[config.mk]
export PLATFORM = sky130hd
export DESIGN_NAME = srt_quotient_assembler
export DESIGN_NICKNAME = d
export VERILOG_FILES = /design/src/rtl/srt_quotient_assembler.sv
export SDC_FILE = /design/constraint.sdc
export NUM_CORES = 1
export LEC_CHECK = 0
export CORE_ASPECT_RATIO = 0.75
export CORE_MARGIN = 1
export CORE_UTILIZATION = 51
export DETAILED_ROUTE_END_ITERATION = 10
export GPL_TIMING_DRIVEN = 0
export MAX_ROUTING_LAYER = met4
export PLACE_DENSITY = 0.84
export SYNTH_ARGS = -nofsm -noshare
export SYNTH_HDL_FRONTEND = slang
export SYNTH_SLANG_ARGS = --single-unit
export TNS_END_PERCENT = 100
[constraint.sdc]
create_clock -name clk -period 2.2 [get_ports clk]
set_input_delay 0.33 -clock clk [delete_from_list [all_inputs] [get_ports clk]]
set_output_delay 0.33 -clock clk [all_outputs]
set_load 0.02 [all_outputs]
[src/rtl/srt_quotient_assembler.sv]
// On-the-fly quotient converter for a radix-4 SRT divider: folds signed digits
// into Q/QM without a carry-propagate add, then applies remainder-sign correction.
module srt_quotient_assembler #(
    parameter int QW = 24,
    localparam int NDIGITS = QW / 2
) (
    input  logic          clk,
    input  logic          rst,
    input  logic          start,
    input  logic          digit_valid,
    output logic          digit_ready,
    input  logic [2:0]    digit,
    input  logic          rem_valid,
    input  logic          rem_negative,
    output logic [QW-1:0] quotient,
    output logic          quotient_valid,
    input  logic          quotient_ready,
    output logic          busy,
    output logic          digit_error
);

    localparam int CW = $clog2(NDIGITS) + 1;

    localparam logic [1:0] S_IDLE     = 2'd0;
    localparam logic [1:0] S_ACCUM    = 2'd1;
    localparam logic [1:0] S_WAIT_REM = 2'd2;
    localparam logic [1:0] S_DONE     = 2'd3;

    logic [1:0]    state;
    logic [QW-1:0] q_r;
    logic [QW-1:0] qm_r;
    logic [CW-1:0] count;

    logic [2:0]    d_eff;
    logic [1:0]    lo_m1;
    logic [1:0]    lo_p3;
    logic          d_neg;
    logic          d_pos;
    logic [QW-1:0] q_next;
    logic [QW-1:0] qm_next;
    logic          transfer;

    assign digit_ready = (state == S_ACCUM);
    assign busy        = (state != S_IDLE);
    assign transfer    = digit_valid && digit_ready;

    // Illegal -4 is folded to zero so the Q/QM pair stays consistent.
    always_comb begin
        d_eff   = (digit == 3'b100) ? 3'b000 : digit;
        d_neg   = d_eff[2];
        d_pos   = !d_eff[2] && (d_eff != 3'b000);
        lo_m1   = d_eff[1:0] - 2'd1;
        lo_p3   = d_eff[1:0] + 2'd3;
        q_next  = d_neg ? {qm_r[QW-3:0], d_eff[1:0]} : {q_r[QW-3:0], d_eff[1:0]};
        qm_next = d_pos ? {q_r[QW-3:0], lo_m1} : {qm_r[QW-3:0], lo_p3};
    end

    always_ff @(posedge clk or posedge rst) begin
        if (rst) begin
            state          <= S_IDLE;
            q_r            <= '0;
            qm_r           <= '0;
            count          <= '0;
            quotient       <= '0;
            quotient_valid <= 1'b0;
            digit_error    <= 1'b0;
        end else begin
            case (state)
                S_IDLE: begin
                    if (start) begin
                        q_r         <= '0;
                        qm_r        <= '1;
                        count       <= '0;
                        digit_error <= 1'b0;
                        state       <= S_ACCUM;
                    end
                end
                S_ACCUM: begin
                    if (transfer) begin
                        q_r   <= q_next;
                        qm_r  <= qm_next;
                        count <= count + 1'b1;
                        if (digit == 3'b100) digit_error <= 1'b1;
                        if (count == CW'(NDIGITS - 1)) state <= S_WAIT_REM;
                    end
                end
                S_WAIT_REM: begin
                    if (rem_valid) begin
                        quotient       <= rem_negative ? qm_r : q_r;
                        quotient_valid <= 1'b1;
                        state          <= S_DONE;
                    end
                end
                default: begin
                    if (quotient_ready) begin
                        quotient_valid <= 1'b0;
                        state          <= S_IDLE;
                    end
                end
            endcase
        end
    end

endmodule
==> reports/qor.txt <==
Outcome -> finished clean
Final Hold Fails -> 0
Placed Instances -> 536
Fraction of registers with async set/reset -> 100.0%
Unrepaired setup endpoints after global routing -> true
FMAX -> 0.4795 GHz
Clock root buffer -> clkbuf_8
Area of the mapped netlist -> 3837 sq um
H-tree Lvls -> 3
Max clock buf depth -> 2
DPL Wire Length -> 5952 um
Seq/Total Area, Yosys -> 52.82%
Antenna diodes -> 0
Post-synthesis average cell area -> 9.570 sq um
Post-synth EDFFs -> 0
Total GRT Usage -> 25.13%
Post-layout min period -> 2.085 ns
Vias in the first global route -> 3123
Initial detailed-routing violation count -> 257
Final Cycle Share -> 94.79%
Core area -> 7027 sq um
Synthesis-stage register bit count -> 81
Mux share of post-synthesis cell area -> 12.55%
Simple-gate share of the synthesized area -> 15.72%
I/O Buffers -> 36
Worst-skew pair later-pin latency -> 0.36 ns
Clock tree sinks -> 81
Clk slew on worst S/H paths -> 0.09 ns
Layout net count -> 466
P_leak -> 2.057 nW
Initial antenna violation count -> 0
Final setup violation count -> 0
Final core occ -> 64.94%
Sw power -> 2.775 mW
Drt pass-1 iters -> 5
Leading cell types in the layout, fill and taps excluded -> 81 x dfrtp_1, 72 x nand2_1, 52 x nor2_1
Placement Cell Area -> 4344 sq um
Power Density -> 1471 nW/um^2
Post-route ant nets -> 0
Total Wirelength -> 8747 um
Largest family of logic cells by synthesized area -> simple AND/OR/NAND/NOR gates
GRT overflow -> 0
Largest net degree at the start of global routing -> 42
Arr. time, crit path -> 2.32 ns
Switching Share -> 41.33%
Initial Util -> 54.61%
Crit. End Element -> register
Die Span Y -> 77.12 um
Total CTS buffers -> 9
Power Total -> 6.712 mW
Die area -> 7879 sq um
Worst slew pin tran -> 0.8684 ns
Worst slew margin -> 41.98%
Gate power share -> 42.8%
Setup Skew -> 0.009219 ns
Critical Path Fanout Max -> 10
Power share of the clock group -> 16.7%
Ports -> 38
Post-Synth Adder-Cell Area -> 2.282%
Int Pwr -> 3.938 mW
WL/cell -> 15.85 um
Max_cap viols -> 0
Residual DRC count -> 0
Vias per cell -> 5.605
Fraction of layout cells with a size suffix above 1 -> 8.811%
Ys Warns -> 0
Final Cell Area -> 4563 sq um
First-pass GRT wire length -> 14880 um
Worst min path class -> input port to register
Synth Area in Compound Gates -> 12.55%
Max IR drop VDD -> 0.5853 mV
Seq pwr share -> 40.5%
Syn Nets -> 418
Row count -> 26
Commonest non-fill, non-tap cell in the layout -> dfrtp_1
Max Slew Vio Count -> 0
Area overhead of the layout relative to synthesis -> 18.91%
Cells after synthesis -> 401
TritonCTS clock tree -> yes
Top FF cell, synth -> dfrtp_1
Setup TNS -> 0 ns
Post-Synth XOR/XNOR Area -> 0%
Worst Path Required -> 2.43 ns
Placer Congestion -> 0.8354
Die X -> 102.2 um
Post-synth cell types -> 31
Via count -> 3094
Setup Fix Bufs, Post-CTS -> 0
WS Path Type -> register to register
Critical Path Start Type -> register
Final non-filler cell total -> 552
kinds of logic after synthesis:
family,count (synthesis)
AOI/OAI and AO/OA,85
adders and majority gates,7
buffers and inverters,35
DFF,81
muxes,48
and+or+nand+nor,145
power by group through the flow:
stage	Combinational, mW	Sequential, mW	Clock [mW]
floorplan	1.58	2.88	0
global placement	2.75	2.68	0
detailed placement	2.84	2.73	0
CTS	2.86	2.70	1.13
global route	3.17	2.81	1.20
finish	2.87	2.72	1.12
synth_stat cells, types with 2 or more instances:
library cell	instances	area [sq um]
buf_6	2	22.52
ha_1	7	87.58
a21oi_1	29	145.1
clkbuf_1	17	63.81
nand3_1	4	20.02
nor2_1	52	195.2
and2_1	2	12.51
buf_2	8	40.04
inv_1	7	26.28
nor4_1	2	12.51
mux2i_1	47	470.5
a31oi_1	24	150.1
nand2b_1	5	31.28
o21ai_0	25	125.1
dfrtp_1	81	2027
a22o_1	2	17.52
nor3_1	2	10.01
nand2_1	72	270.3
stage by stage:
stage	setup slack (ns)	hold slack, ns
CTS	0.02705	0.4440
floorplan	0.1849	0.4261
finish	0.1146	0.4406
detailed placement	-0.2325	0.4847
global placement	-0.2061	0.4626
global route	-0.007508	0.4659
registers in the layout, indices dropped and copies added (netlist names):
name	flops
q_r	24
qm_r	24
quotient	24
count	5
state	2
digit_error	1
quotient_valid	1
routing by layer:
layer | track usage (%) | up-vias | part of all wire [%]
li1 | - | 1473 | -
met1 | 34.00 | 1510 | 46
met2 | 37.45 | 97 | 46
met3 | 6.016 | 14 | 6.0
met4 | 7.857 | 0 | 1.5
met5 | - | - | 0
critical path, cell delays in order (launching register included):
cell and delay [ns]:
dfrtp_1 0.38, inv_1 0.08, ha_1 0.27, nor2b_2 0.22
or3_1 0.37, buf_2 0.16, buf_6 0.14, a221o_1 0.35
path summary, 6_finish.rpt:
| path | end | cells past startpoint | slack (ns) | from |
|---|---|---|---|---|
| worst max-delay path | count[3] | 7 | 0.11 | state[0] |
| worst min-delay path | quotient[12] | 3 | 0.44 | rem_negative |
| worst max register to register | count[3] | 7 | 0.11 | state[0] |
| worst min register to register | q_r[23] | 2 | 0.51 | q_r[23] |
| max in group asynchronous | qm_r[8] | 3 | 1.03 | rst |
| min in group asynchronous | quotient[18] | 2 | 0.49 | rst |
area by class of cell:
| type | instances | area [sq um] |
|---|---|---|
| Clock buffer | 10 | 137.6 |
| Timing Repair Buffer | 37 | 380.4 |
| Buffer | 28 | 140.1 |
| Tap cell | 98 | 122.6 |
| Inverter | 7 | 30.03 |
| Sequential cell | 81 | 2027 |
| Multi-Input combinational cell | 285 | 1660 |
| Fill cell | 573 | 2464 |
| Clock inverter | 6 | 65.06 |
timing repair:
item / 4_1_cts / 5_1_grt
endpoints found under the hold margin: 0 / 0
setup endpoints to repair: 10 / 58
hold buffers: 0 / 0
resized for setup: 1 / 16
(Power assumes the default switching activity.)
